**config.mk**
```make
export PLATFORM = sky130hd
export DESIGN_NAME = servo_pwm_array
export DESIGN_NICKNAME = d
export VERILOG_FILES = /design/src/rtl/servo_pwm_array.sv
export SDC_FILE = /design/constraint.sdc
export NUM_CORES = 1
export LEC_CHECK = 0
export ABC_CLOCK_PERIOD_IN_PS = 10560
export BUFFER_PORTS_ARGS = -buffer_cell sky130_fd_sc_hd__buf_2
export CAP_MARGIN = 20
export CORE_ASPECT_RATIO = 0.9
export CORE_MARGIN = 1.5
export CORE_UTILIZATION = 45
export CTS_CLUSTER_DIAMETER = 200
export DETAILED_ROUTE_END_ITERATION = 8
export GPL_ROUTABILITY_DRIVEN = 1
export MAX_ROUTING_LAYER = met4
export PLACE_DENSITY = 0.64
export REMOVE_ABC_BUFFERS = 1
export SETUP_SLACK_MARGIN = 0.5
export SLEW_MARGIN = 20
export SYNTH_ARGS = -nofsm -noshare
export SYNTH_HDL_FRONTEND = slang
export SYNTH_HIERARCHICAL = 1
export SYNTH_SLANG_ARGS = --single-unit
```
**constraint.sdc**
```tcl
create_clock -name clk -period 10.56 [get_ports clk]
set_input_delay 2.112 -clock clk [delete_from_list [all_inputs] [get_ports clk]]
set_output_delay 2.112 -clock clk [all_outputs]
set_load 0.02 [all_outputs]
```
**src/rtl/servo_pwm_array.sv**
```systemverilog
// Multi-channel hobby-servo PWM driver. One shared frame counter feeds N_CH
// lanes. Each lane holds a clamped target angle, a slew-limited commanded
// angle and a frame-sampled enable, and drives a registered PWM pin.

module servo_pwm_lane #(
    parameter int unsigned ANGLE_W    = 8,
    parameter int unsigned CW         = 15,
    parameter int unsigned HW         = 12,
    parameter int unsigned CMPW       = 15,
    parameter int unsigned MIN_CYCLES = 1100,
    parameter int unsigned K          = 6,
    parameter int unsigned MAX_ANGLE  = 180,
    parameter int unsigned SLEW_STEP  = 2,
    parameter int unsigned INIT_ANGLE = 90
) (
    input  logic               clk,
    input  logic               reset_n,
    input  logic               wrap,
    input  logic [CW-1:0]      cnt_d,
    input  logic               load,
    input  logic [ANGLE_W-1:0] angle,
    input  logic               en_req,
    output logic               pwm,
    output logic               at_target
);
    localparam logic [ANGLE_W-1:0] MAX_A  = ANGLE_W'(MAX_ANGLE);
    localparam logic [ANGLE_W-1:0] STEP   = ANGLE_W'(SLEW_STEP);
    localparam logic [ANGLE_W-1:0] INIT_A = ANGLE_W'(INIT_ANGLE);
    localparam logic [HW-1:0]      K_H    = HW'(K);
    localparam logic [HW-1:0]      MIN_H  = HW'(MIN_CYCLES);

    logic [ANGLE_W-1:0] tgt_q, tgt_d, cur_q, cur_d;
    logic [ANGLE_W-1:0] angle_clamped, diff, move;
    logic [HW-1:0]      high_d;
    logic               en_q, en_d, pwm_q, pwm_d;

    // Target capture: clamp the requested angle, hold when not loading.
    always_comb begin
        angle_clamped = (angle > MAX_A) ? MAX_A : angle;
        tgt_d         = load ? angle_clamped : tgt_q;
    end

    // Frame update: step toward the pre-edge target and sample the enable.
    always_comb begin
        diff  = (tgt_q > cur_q) ? (tgt_q - cur_q) : (cur_q - tgt_q);
        move  = (diff < STEP) ? diff : STEP;
        cur_d = cur_q;
        en_d  = en_q;
        if (wrap) begin
            en_d = en_req;
            if (SLEW_STEP == 0)     cur_d = tgt_q;
            else if (tgt_q > cur_q) cur_d = cur_q + move;
            else                    cur_d = cur_q - move;
        end
    end

    // Next PWM level from next-cycle counter/angle/enable so the pin is a flop.
    always_comb begin
        high_d = HW'(cur_d) * K_H + MIN_H;
        pwm_d  = en_d && (CMPW'(cnt_d) < CMPW'(high_d));
    end

    // Lane state registers.
    always_ff @(posedge clk or negedge reset_n) begin
        if (!reset_n) begin
            tgt_q <= INIT_A;
            cur_q <= INIT_A;
            en_q  <= 1'b0;
            pwm_q <= 1'b0;
        end else begin
            tgt_q <= tgt_d;
            cur_q <= cur_d;
            en_q  <= en_d;
            pwm_q <= pwm_d;
        end
    end

    assign pwm       = pwm_q;
    assign at_target = (cur_q == tgt_q);
endmodule

module servo_pwm_array #(
    parameter int unsigned N_CH          = 4,
    parameter int unsigned ANGLE_W       = 8,
    parameter int unsigned PERIOD_CYCLES = 23000,
    parameter int unsigned MIN_CYCLES    = 1100,
    parameter int unsigned K             = 6,
    parameter int unsigned MAX_ANGLE     = 180,
    parameter int unsigned SLEW_STEP     = 2,
    parameter int unsigned INIT_ANGLE    = 90
) (
    input  logic                      clk,
    input  logic                      reset_n,
    input  logic [N_CH*ANGLE_W-1:0]   angle_in,
    input  logic                      load,
    input  logic [N_CH-1:0]           ch_en,
    output logic [N_CH-1:0]           pwm,
    output logic                      frame_start,
    output logic [N_CH-1:0]           at_target
);
    localparam int unsigned CW   = $clog2(PERIOD_CYCLES);
    localparam int unsigned HW   = $clog2(MAX_ANGLE * K + MIN_CYCLES + 1);
    localparam int unsigned CMPW = (CW > HW) ? CW : HW;
    localparam logic [CW-1:0] LAST = CW'(PERIOD_CYCLES - 1);

    logic [CW-1:0] cnt_q, cnt_d;
    logic          wrap;
    logic          frame_start_q, frame_start_d;

    // Frame counter 0..PERIOD_CYCLES-1; frame_start registered against the next count.
    always_comb begin
        wrap          = (cnt_q == LAST);
        cnt_d         = wrap ? '0 : cnt_q + 1'b1;
        frame_start_d = (cnt_d == '0);
    end

    // Shared counter registers.
    always_ff @(posedge clk or negedge reset_n) begin
        if (!reset_n) begin
            cnt_q         <= '0;
            frame_start_q <= 1'b0;
        end else begin
            cnt_q         <= cnt_d;
            frame_start_q <= frame_start_d;
        end
    end

    assign frame_start = frame_start_q;

    for (genvar i = 0; i < N_CH; i++) begin : g_lane
        servo_pwm_lane #(
            .ANGLE_W(ANGLE_W), .CW(CW), .HW(HW), .CMPW(CMPW),
            .MIN_CYCLES(MIN_CYCLES), .K(K), .MAX_ANGLE(MAX_ANGLE),
            .SLEW_STEP(SLEW_STEP), .INIT_ANGLE(INIT_ANGLE)
        ) u_lane (
            .clk      (clk),
            .reset_n  (reset_n),
            .wrap     (wrap),
            .cnt_d    (cnt_d),
            .load     (load),
            .angle    (angle_in[i*ANGLE_W +: ANGLE_W]),
            .en_req   (ch_en[i]),
            .pwm      (pwm[i]),
            .at_target(at_target[i])
        );
    end
endmodule
```
==> results summary, run 1 <==
Of the post-synthesis cell area, the dominant cell type holds 17.5%. The H-tree depth reported by CTS is 3. Post-CTS timing repair inserted 0 buffers for setup. The start point of the worst hold path is g_lane[0].u_lane/en_q. The sequential cells in the finished layout cover a total of about 2200 µm².

The startpoint of the lowest-slack register-to-register path is g_lane[3].u_lane/cur_q[1]. The floorplan step defined a die boundary enclosing 28500 µm². The fraction of the yosys area taken by sequential cells came out at between 10% and 20%. After routing, the total negative slack on setup checks comes to 0 ns. The cell taking the most area after synthesis is sky130_fd_sc_hd__ha_1. For hold timing, the worst endpoint is g_lane[0].u_lane/en_q. The number of buffers inserted during clock tree synthesis is 9. The number of nets with antenna violations after routing came out at 0. The startpoint type of the worst setup path is a flop. TritonCTS built the clock tree. The final layout contains around 1700 nets.

Counting flops and latches in the post-synthesis netlist gives 88. The critical path's largest stage delay is 0.67 ns. The flow ran to the end, and the final reports show no timing, DRC or antenna violations. Ranked by total cell area, the synthesized netlist is headed by sky130_fd_sc_hd__ha_1 17%, sky130_fd_sc_hd__dfrtp_1 11%, sky130_fd_sc_hd__dfstp_2 6.8%, sky130_fd_sc_hd__a21oi_1 4.2%, sky130_fd_sc_hd__xnor2_1 4.0%.

The total congestion overflow came out at 0. The part of the total power dissipated in combinational logic is 30.3%. In this run the power density over the cells is about 75 nW/µm². The depth of the most critical reg-to-reg path is 31. In the synthesized netlist the dominant register cell turns out to be sky130_fd_sc_hd__dfrtp_1. The wire length of the first global-routing pass came out at 51.2 mm. Yosys mapped the design onto 119 distinct sky130hd cell types.

During synthesis, Yosys emitted a total of 6 warnings. Synthesis handed over a netlist of 1438 instances. The final worst clock skew came out at 0.0102 ns. The launch point of the critical path is g_lane[3].u_lane/cur_q[1]. For this run, the top clock speed supported by timing is between 0.1 and 0.15 GHz. The maximum number of pins on one net before global-route repair is 56. The CTS root buffer is sky130_fd_sc_hd__clkbuf_16. The clock reaches the later pin of the worst-skew pair after 0.36 ns. 48 I/O pins were placed. The number of global-route vias before repair is 10300.

The worst hold path belongs to the class flop to flop. The core area came out at 27000 µm². The number of violations reported at the end of detailed-routing iteration 0 is ~700. The setup slack on the worst flop-to-flop path is 2.45 ns. Net switching is 35.1% of the power.

The clock network fraction of design power is 32.6%. The layout overhead on the synthesized area is 5.68%. In this run the critical register-to-register path is captured at g_lane[3].u_lane/pwm. The row count is between 50 and 60. The maximum VDD drop came out at 0.0000825 V. Data on the critical path arrives at its endpoint at approximately 8.4 ns. The number of max-slew violations in the final report came out at 0. The part of the cycle the worst path needs is 76.8%. The post-CTS resize count came out at 0.

For the pin with the worst max-slew slack, the measured transition is just over 0.8 ns. Cells with a size suffix above 1 make up 13.3% of the layout. The number of hold buffers added after CTS is 0. The post-synthesis instance area is 12400 µm².

The number of buffers between clock root and the deepest sink came out at 2. For this block, the routed nets add up to 30.1 mm of wire. The clock sink count came out at 88. The worst setup path is of the flop to flop kind. Summing all multi-input logic gate instances after layout gives 9370 µm². In the routed design, unresolved DRC markers number 0. Routability-driven placement finished with a final weighted congestion of 0.905. The slowest stage of the critical path is the sky130_fd_sc_hd__or4_1 cell.

The worst-case hold slack is 0.510 ns. After clock tree synthesis, the clock-pin slew on the worst setup and hold paths is 0.07 ns. The initial antenna violation count is 0. The die is 160 µm tall. Once the floorplan was initialized, standard cells occupied 45.8% of the core. The cell with the most instances after synthesis is sky130_fd_sc_hd__ha_1. STA classifies the critical path endpoint as a flop. The first detailed-routing pass took 5 iterations. The number of fill cells came out at 2609. The number of hold violations in the final report is 0. The switching power is 0.344 mW.

Port buffering added 47 buffers. The cell internal power dissipation came out at 0.637 mW. In the routed layout, each cell is associated on average with a via count of 5.86. The number of maximum-capacitance constraint violations is 0. After detailed routing, the average wire length per cell comes to 16.6 µm.

Detailed routing inserted a total of between 10000 and 15000 vias. In the synthesized netlist the async set-or-reset flop fraction comes to 100%. The commonest cells after synthesis are 173 x sky130_fd_sc_hd__ha_1, 128 x sky130_fd_sc_hd__inv_1, 104 x sky130_fd_sc_hd__a21oi_1, 88 x sky130_fd_sc_hd__nor2_1, 74 x sky130_fd_sc_hd__nand2_1. The most numerous cell on the critical path is sky130_fd_sc_hd__ha_1. The antenna diode count is 0.

The global-route usage over all layers came out at 22.4%. Headroom to the max-slew limit came out at 44.9%. The leakage component of the power is ~5.8 nW. The mean area per synthesized cell is 8.61 µm².

Setup repair after global routing left no endpoint under its margin. The number of stages on the worst hold path is 1. The total of endpoints with negative setup slack in the final report is 0. The die is 178 µm wide. The clock period could shrink to between 8 and 9 ns. The highest net fanout along the worst path is 8. The register share of total power is a little under two fifths. At the worst endpoint, the required time is around 11 ns. The count of flip-flops with a built-in enable after synthesis came out at 0. Once detailed placement completed, the half-perimeter wirelength came to 23.3 mm.
-- worst max path at each step --
stage | to | depth (start not counted)
floorplan | g_lane[3].u_lane/pwm | 31
global placement | g_lane[3].u_lane/pwm | 31
detailed placement | g_lane[3].u_lane/pwm | 31
CTS | g_lane[3].u_lane/pwm | 31
global route | g_lane[3].u_lane/pwm | 31
finish | g_lane[3].u_lane/pwm | 31
-- cell type report --
class	instances	area share, %
clock inverters	6	0.335
clock buffers	10	1.83
inverters	130	3.73
well taps	354	3.38
repair buffers	50	1.99
flip-flops and latches	88	17.1
multi-input cells	1178	71.6
-- per-stage QoR --
stage	worst slack (ns)	instances	total power [mW]	cell area, µm²	utilization (%)
final	2.45	1816	0.982	13100	48.4
after global routing	1.76	1816	1.04	13100	48.4
after CTS	2.50	1816	0.994	13100	48.4
after detailed placement	2.52	1800	0.663	12800	47.4
after global placement	2.75	1800	0.659	12800	47.4
after floorplan	3.17	1396	0.585	12100	-
-- power by group through the flow --
stage	logic, mW	registers, mW	clock network (mW)
6_report	0.298	0.364	0.320
5_1_grt	0.331	0.365	0.344
3_5_place_dp	0.293	0.370	0
3_3_place_gp	0.289	0.370	0
2_1_floorplan	0.219	0.366	0
4_1_cts	0.295	0.364	0.335
-- critical path: cells and delay by family, from the launching register on --
kind	cells	cell delay [ns]
AOI/OAI and AO/OA	14	3.29
xor gates and xnor gates	2	0.62
adders and majority gates	5	1.64
buffers and inverters	2	0.27
DFF	1	0.57
muxes	1	0.06
and+or+nand+nor	7	1.59
-- state kept, by name, indices dropped and copies added (netlist names) --
name and count:
g_lane.u_lane/pwm 4, cnt_q 15, g_lane.u_lane/en_q 4, g_lane.u_lane/cur_q 32, g_lane.u_lane/tgt_q 32, frame_start 1
-- per-layer routing --
layer	GRT usage, %	vias up	wire (µm)
li1	-	5342	-
met1	31.0	5084	15200
met2	35.2	189	13600
met3	2.60	27	896
met4	4.74	0	360
met5	-	-	0
-- logic make-up after synthesis --
kind of cell | synth area share (%)
xor+xnor | 7.39
buf+inv | 6.25
simple gates | 21.7
compound gates | 24.7
mux | 1.79
fa+ha+maj | 20.1
flops | 18.1
-- cells in the final DEF (no fill, tap or decap), types with 13 or more instances in the layout --
master / count
sky130_fd_sc_hd__ha_1: 173
sky130_fd_sc_hd__inv_1: 128
sky130_fd_sc_hd__a21oi_1: 104
sky130_fd_sc_hd__nor2_1: 88
sky130_fd_sc_hd__nand2_1: 74
sky130_fd_sc_hd__o21ai_0: 63
sky130_fd_sc_hd__xnor2_1: 56
sky130_fd_sc_hd__dfrtp_1: 56
sky130_fd_sc_hd__buf_2: 46
sky130_fd_sc_hd__nand3_1: 42
sky130_fd_sc_hd__nand2b_1: 40
sky130_fd_sc_hd__xor2_1: 37
sky130_fd_sc_hd__a21o_1: 37
sky130_fd_sc_hd__dfstp_2: 32
sky130_fd_sc_hd__nor2b_1: 20
sky130_fd_sc_hd__nor3_1: 20
sky130_fd_sc_hd__nor3b_1: 19
sky130_fd_sc_hd__nand3b_1: 19
sky130_fd_sc_hd__nand4_1: 18
sky130_fd_sc_hd__a211oi_1: 17
sky130_fd_sc_hd__fa_1: 16
sky130_fd_sc_hd__o21bai_1: 14
sky130_fd_sc_hd__o21a_1: 13
(Power assumes the default switching activity.)
==> run 2, diff against run 1 <==
--- a/config.mk
+++ b/config.mk
@@ -5,7 +5,7 @@
 export SDC_FILE = /design/constraint.sdc
 export NUM_CORES = 1
 export LEC_CHECK = 0
-export ABC_CLOCK_PERIOD_IN_PS = 10560
+export ABC_CLOCK_PERIOD_IN_PS = 7000
 export BUFFER_PORTS_ARGS = -buffer_cell sky130_fd_sc_hd__buf_2
 export CAP_MARGIN = 20
 export CORE_ASPECT_RATIO = 0.9
@@ -15,7 +15,7 @@
 export DETAILED_ROUTE_END_ITERATION = 8
 export GPL_ROUTABILITY_DRIVEN = 1
 export MAX_ROUTING_LAYER = met4
-export PLACE_DENSITY = 0.64
+export PLACE_DENSITY = 0.66
 export REMOVE_ABC_BUFFERS = 1
 export SETUP_SLACK_MARGIN = 0.5
 export SLEW_MARGIN = 20
==> constraint.sdc (replaced) <==
create_clock -name clk -period 7 [get_ports clk]
set_input_delay 1.4 -clock clk [delete_from_list [all_inputs] [get_ports clk]]
set_output_delay 1.4 -clock clk [all_outputs]
set_load 0.02 [all_outputs]
==> run 2 against run 1 <==
Effect of this change: the flow now finishes with violations (negative setup slack); flip-flop and latch count did not move; non-clock buffer count rose by 372; clock skew rose by 0.0053 ns; utilization rose by 15 points; worst setup slack got worse by 2.6 ns; die area did not move; via count rose by 16%; global-route usage rose by 2.9 points; fmax rose by 13%; worst hold slack got worse by 0.0069 ns; first-iteration DRC count rose by 22%; critical endpoint unchanged; largest cell class unchanged; largest power group is now combinational cells; highest routed layer unchanged.
==> results summary, run 2 (synthesized netlist as in run 1, its figures left out) <==
The run finished, with violations left. The final reports fail on negative setup slack. The maximum VDD drop came out at 0.000101 V (+22%). The number of nets with antenna violations after routing is 0 (unchanged). The area used by multi-input combinational logic is 10600 µm² (+14%). The number of iterations in the first detailed-routing pass is 5 (unchanged). The library cell used most frequently in the layout, excluding fill and tap cells, is sky130_fd_sc_hd__buf_4. The cell sitting at the root of the clock tree is a sky130_fd_sc_hd__clkbuf_16. The number of fill cells came out at 2234 (-14%).

The overall die height came out at 160 µm (unchanged). The min-delay analysis places its worst path in the category flop to flop. The count of input and output buffers came to 47 (unchanged). TritonCTS built the clock tree. The final worst clock skew is 0.0155 ns (+0.00529 ns). The final standard cell area without fillers is 17200 µm² (+32%).

The clock latency on the worst-skew pair came out at 0.36 ns (about the same). The initial cell density of the core is 45.8% (unchanged). The global-route usage over all layers is 25.3% (+2.9 points).

The number of hold buffers added after CTS came to 0 (unchanged). The highest net fanout along the worst path came out at 5 (-3). The number of hold violations in the final report is 0 (unchanged). The kind of critical path is flop to flop. In the final layout, the registers with the most flip-flops are g_lane.u_lane/cur_q x32, g_lane.u_lane/tgt_q x32, cnt_q x15. The antenna diode count is 0 (unchanged).

The maximum number of pins on one net before global-route repair is 64 (+14%). STA classifies the critical path endpoint as a flop. The number of buffers inserted during clock tree synthesis came out at 9 (unchanged).

The buffers plus inverters on the worst setup path came out at 4 (+2). The number of violations reported at the end of detailed-routing iteration 0 came out at 841 (+22%). The time the final worst path needs with I/O delays and setup came to 7.17 ns (-0.942 ns). The detailed-route via count came out at 12400 (+16%). In the layout the commonest cells are 359 x sky130_fd_sc_hd__buf_4, 126 x sky130_fd_sc_hd__ha_1, 101 x sky130_fd_sc_hd__inv_1. The endpoint arrival time on the critical path is 7.44 ns (-0.94 ns). The slew at the pin closest to its max-slew limit is 0.842 ns (+0.0212 ns).

The wire length after detailed routing is 36.9 mm (+22%). Setup repair after global routing could not meet its margin everywhere. The required time of the critical path came out at 7.27 ns (-3.56 ns).

The number of global-route vias before repair is 12000 (+17%). The number of maximum-capacitance constraint violations is 0 (unchanged). The horizontal extent of the die is 178 µm (unchanged). The post-CTS clock slew at the launch and capture registers of the worst setup and hold paths is 0.07 ns (about the same). The per-cell via count in the routed design is 5.65 (-3.5%). The clock sink count came out at 88 (unchanged). The number of top-level pins is 48 (unchanged).

The final estimated routing congestion in global placement came out at 0.942 (+4.1%). The layout cell share with drive strength beyond 1 came out at 42.0% (+29 points). The total of endpoints with negative setup slack in the final report came to 1 (+1).

The slowest stage of the critical path is the sky130_fd_sc_hd__or4_4 cell. The detailed placer's ending HPWL was 26.8 mm (+15%). The critical path's largest stage delay is 0.57 ns (-0.10 ns). The initial antenna violation count is 0 (unchanged).

The total congestion overflow was 0 (unchanged). The number of buffers between clock root and the deepest sink is 2 (unchanged). The remaining max-slew budget at the tightest pin came out at 43.8% (-1.0 points).

The aggregate negative setup slack is -0.165 ns (-0.165 ns). The DRC violations left came out at 0 (unchanged). The total die area is 28500 µm² (unchanged). Compared with the post-synthesis result, the final layout area differs by 39.2%. The number of max-slew violations in the final report was 0 (unchanged). The core area came out at 27000 µm² (unchanged).

The power density relative to cell area came out at 101 nW/µm² (+34%). The leakage component of the power came out at 7.87 nW (+36%). The part of the cycle the worst path needs is 102% (+26 points). The wire length of the first global-routing pass is 57.8 mm (+13%). The peak clock frequency supported by timing came out at 0.140 GHz (+13%). The register cell area after layout is 2240 µm² (unchanged).

The H-tree depth reported by CTS came out at 3 (unchanged). The wire length per cell came to 16.9 µm (+1.7%). The row count is 57 (unchanged). The number of nets in the layout came to 2057 (+22%). The kind of cell adding the most delay to the critical path is compound AO/OA/AOI/OAI gates. The worst setup path is launched from a flop. The instance area at placement came out at 15000 µm² (+17%).

The final worst-path setup slack came out at -0.165 ns (-2.62 ns).
[run 2: changes by cell type in the layout (fill, tap and decap cells not counted), moves of 26 or more]
cell                      previous run  this run
sky130_fd_sc_hd__ha_1              173       126
sky130_fd_sc_hd__a21oi_1           104        78
sky130_fd_sc_hd__ha_4                0        35
sky130_fd_sc_hd__buf_4               4       359
sky130_fd_sc_hd__a21oi_2             1        27
sky130_fd_sc_hd__inv_1             128       101
sky130_fd_sc_hd__inv_2               2        28
[run 2: metal layers]
| metal | GRT usage [%] | vias up | routed length (µm) |
|---|---|---|---|
| met1 | 33.7 | 5978 | 17100 |
| met3 | 2.27 | 48 | 1460 |
| met5 | - | - | 0 |
| met4 | 5.42 | 0 | 563 |
| met2 | 41.7 | 272 | 17800 |
| li1 | - | 6073 | - |
[run 2: through the flow]
stage | total power [mW] | std cells | setup WS, ns | hold slack, ns | util [%]
after floorplan | 0.883 | 1396 | -0.394 | 0.472 | -
after global placement | 1.11 | 2095 | -0.282 | 0.488 | 55.6
after detailed placement | 1.12 | 2095 | -0.458 | 0.494 | 55.6
after CTS | 1.66 | 2153 | -0.118 | 0.511 | 60.2
after global routing | 1.83 | 2188 | -0.495 | 0.522 | 63.8
final | 1.74 | 2188 | -0.165 | 0.503 | 63.8
[run 2: final cells by class]
type,count,area share [%]
clock buffers,9,1.31
clock inverters,7,0.312
inverters,130,2.85
multi-input cells,1178,61.8
flip-flops and latches,88,13.0
well taps,354,2.57
repair buffers,422,18.2
[run 2: repair_timing]
action / 4_1_cts / 5_1_grt
hold endpoints to repair: 0 / 0
pin swaps: 98 / 110
buffers inserted: 42 / 35
endpoints found under the setup margin: 4 / 4
gates resized for setup: 135 / 151
[run 2: final timing paths]
| check | startpoint | end | slack (ns) | cells past startpoint |
|---|---|---|---|---|
| min in group asynchronous | reset_n | g_lane[0].u_lane/cur_q[5] | 0.99 | 1 |
| max reg2reg | g_lane[3].u_lane/cur_q[1] | g_lane[3].u_lane/pwm | -0.17 | 34 |
| min | g_lane[0].u_lane/en_q | g_lane[0].u_lane/en_q | 0.50 | 1 |
| min reg2reg | g_lane[0].u_lane/en_q | g_lane[0].u_lane/en_q | 0.50 | 1 |
| max | g_lane[3].u_lane/cur_q[1] | g_lane[3].u_lane/pwm | -0.17 | 34 |
| max in group asynchronous | reset_n | cnt_q[9] | 4.79 | 2 |
[run 2: report_power, final]
group | internal [mW] | switching, mW | leakage [nW]
sequential | 0.533 | 0.0132 | 1.06
combinational | 0.346 | 0.363 | 6.69
clock | 0.244 | 0.236 | 0.129
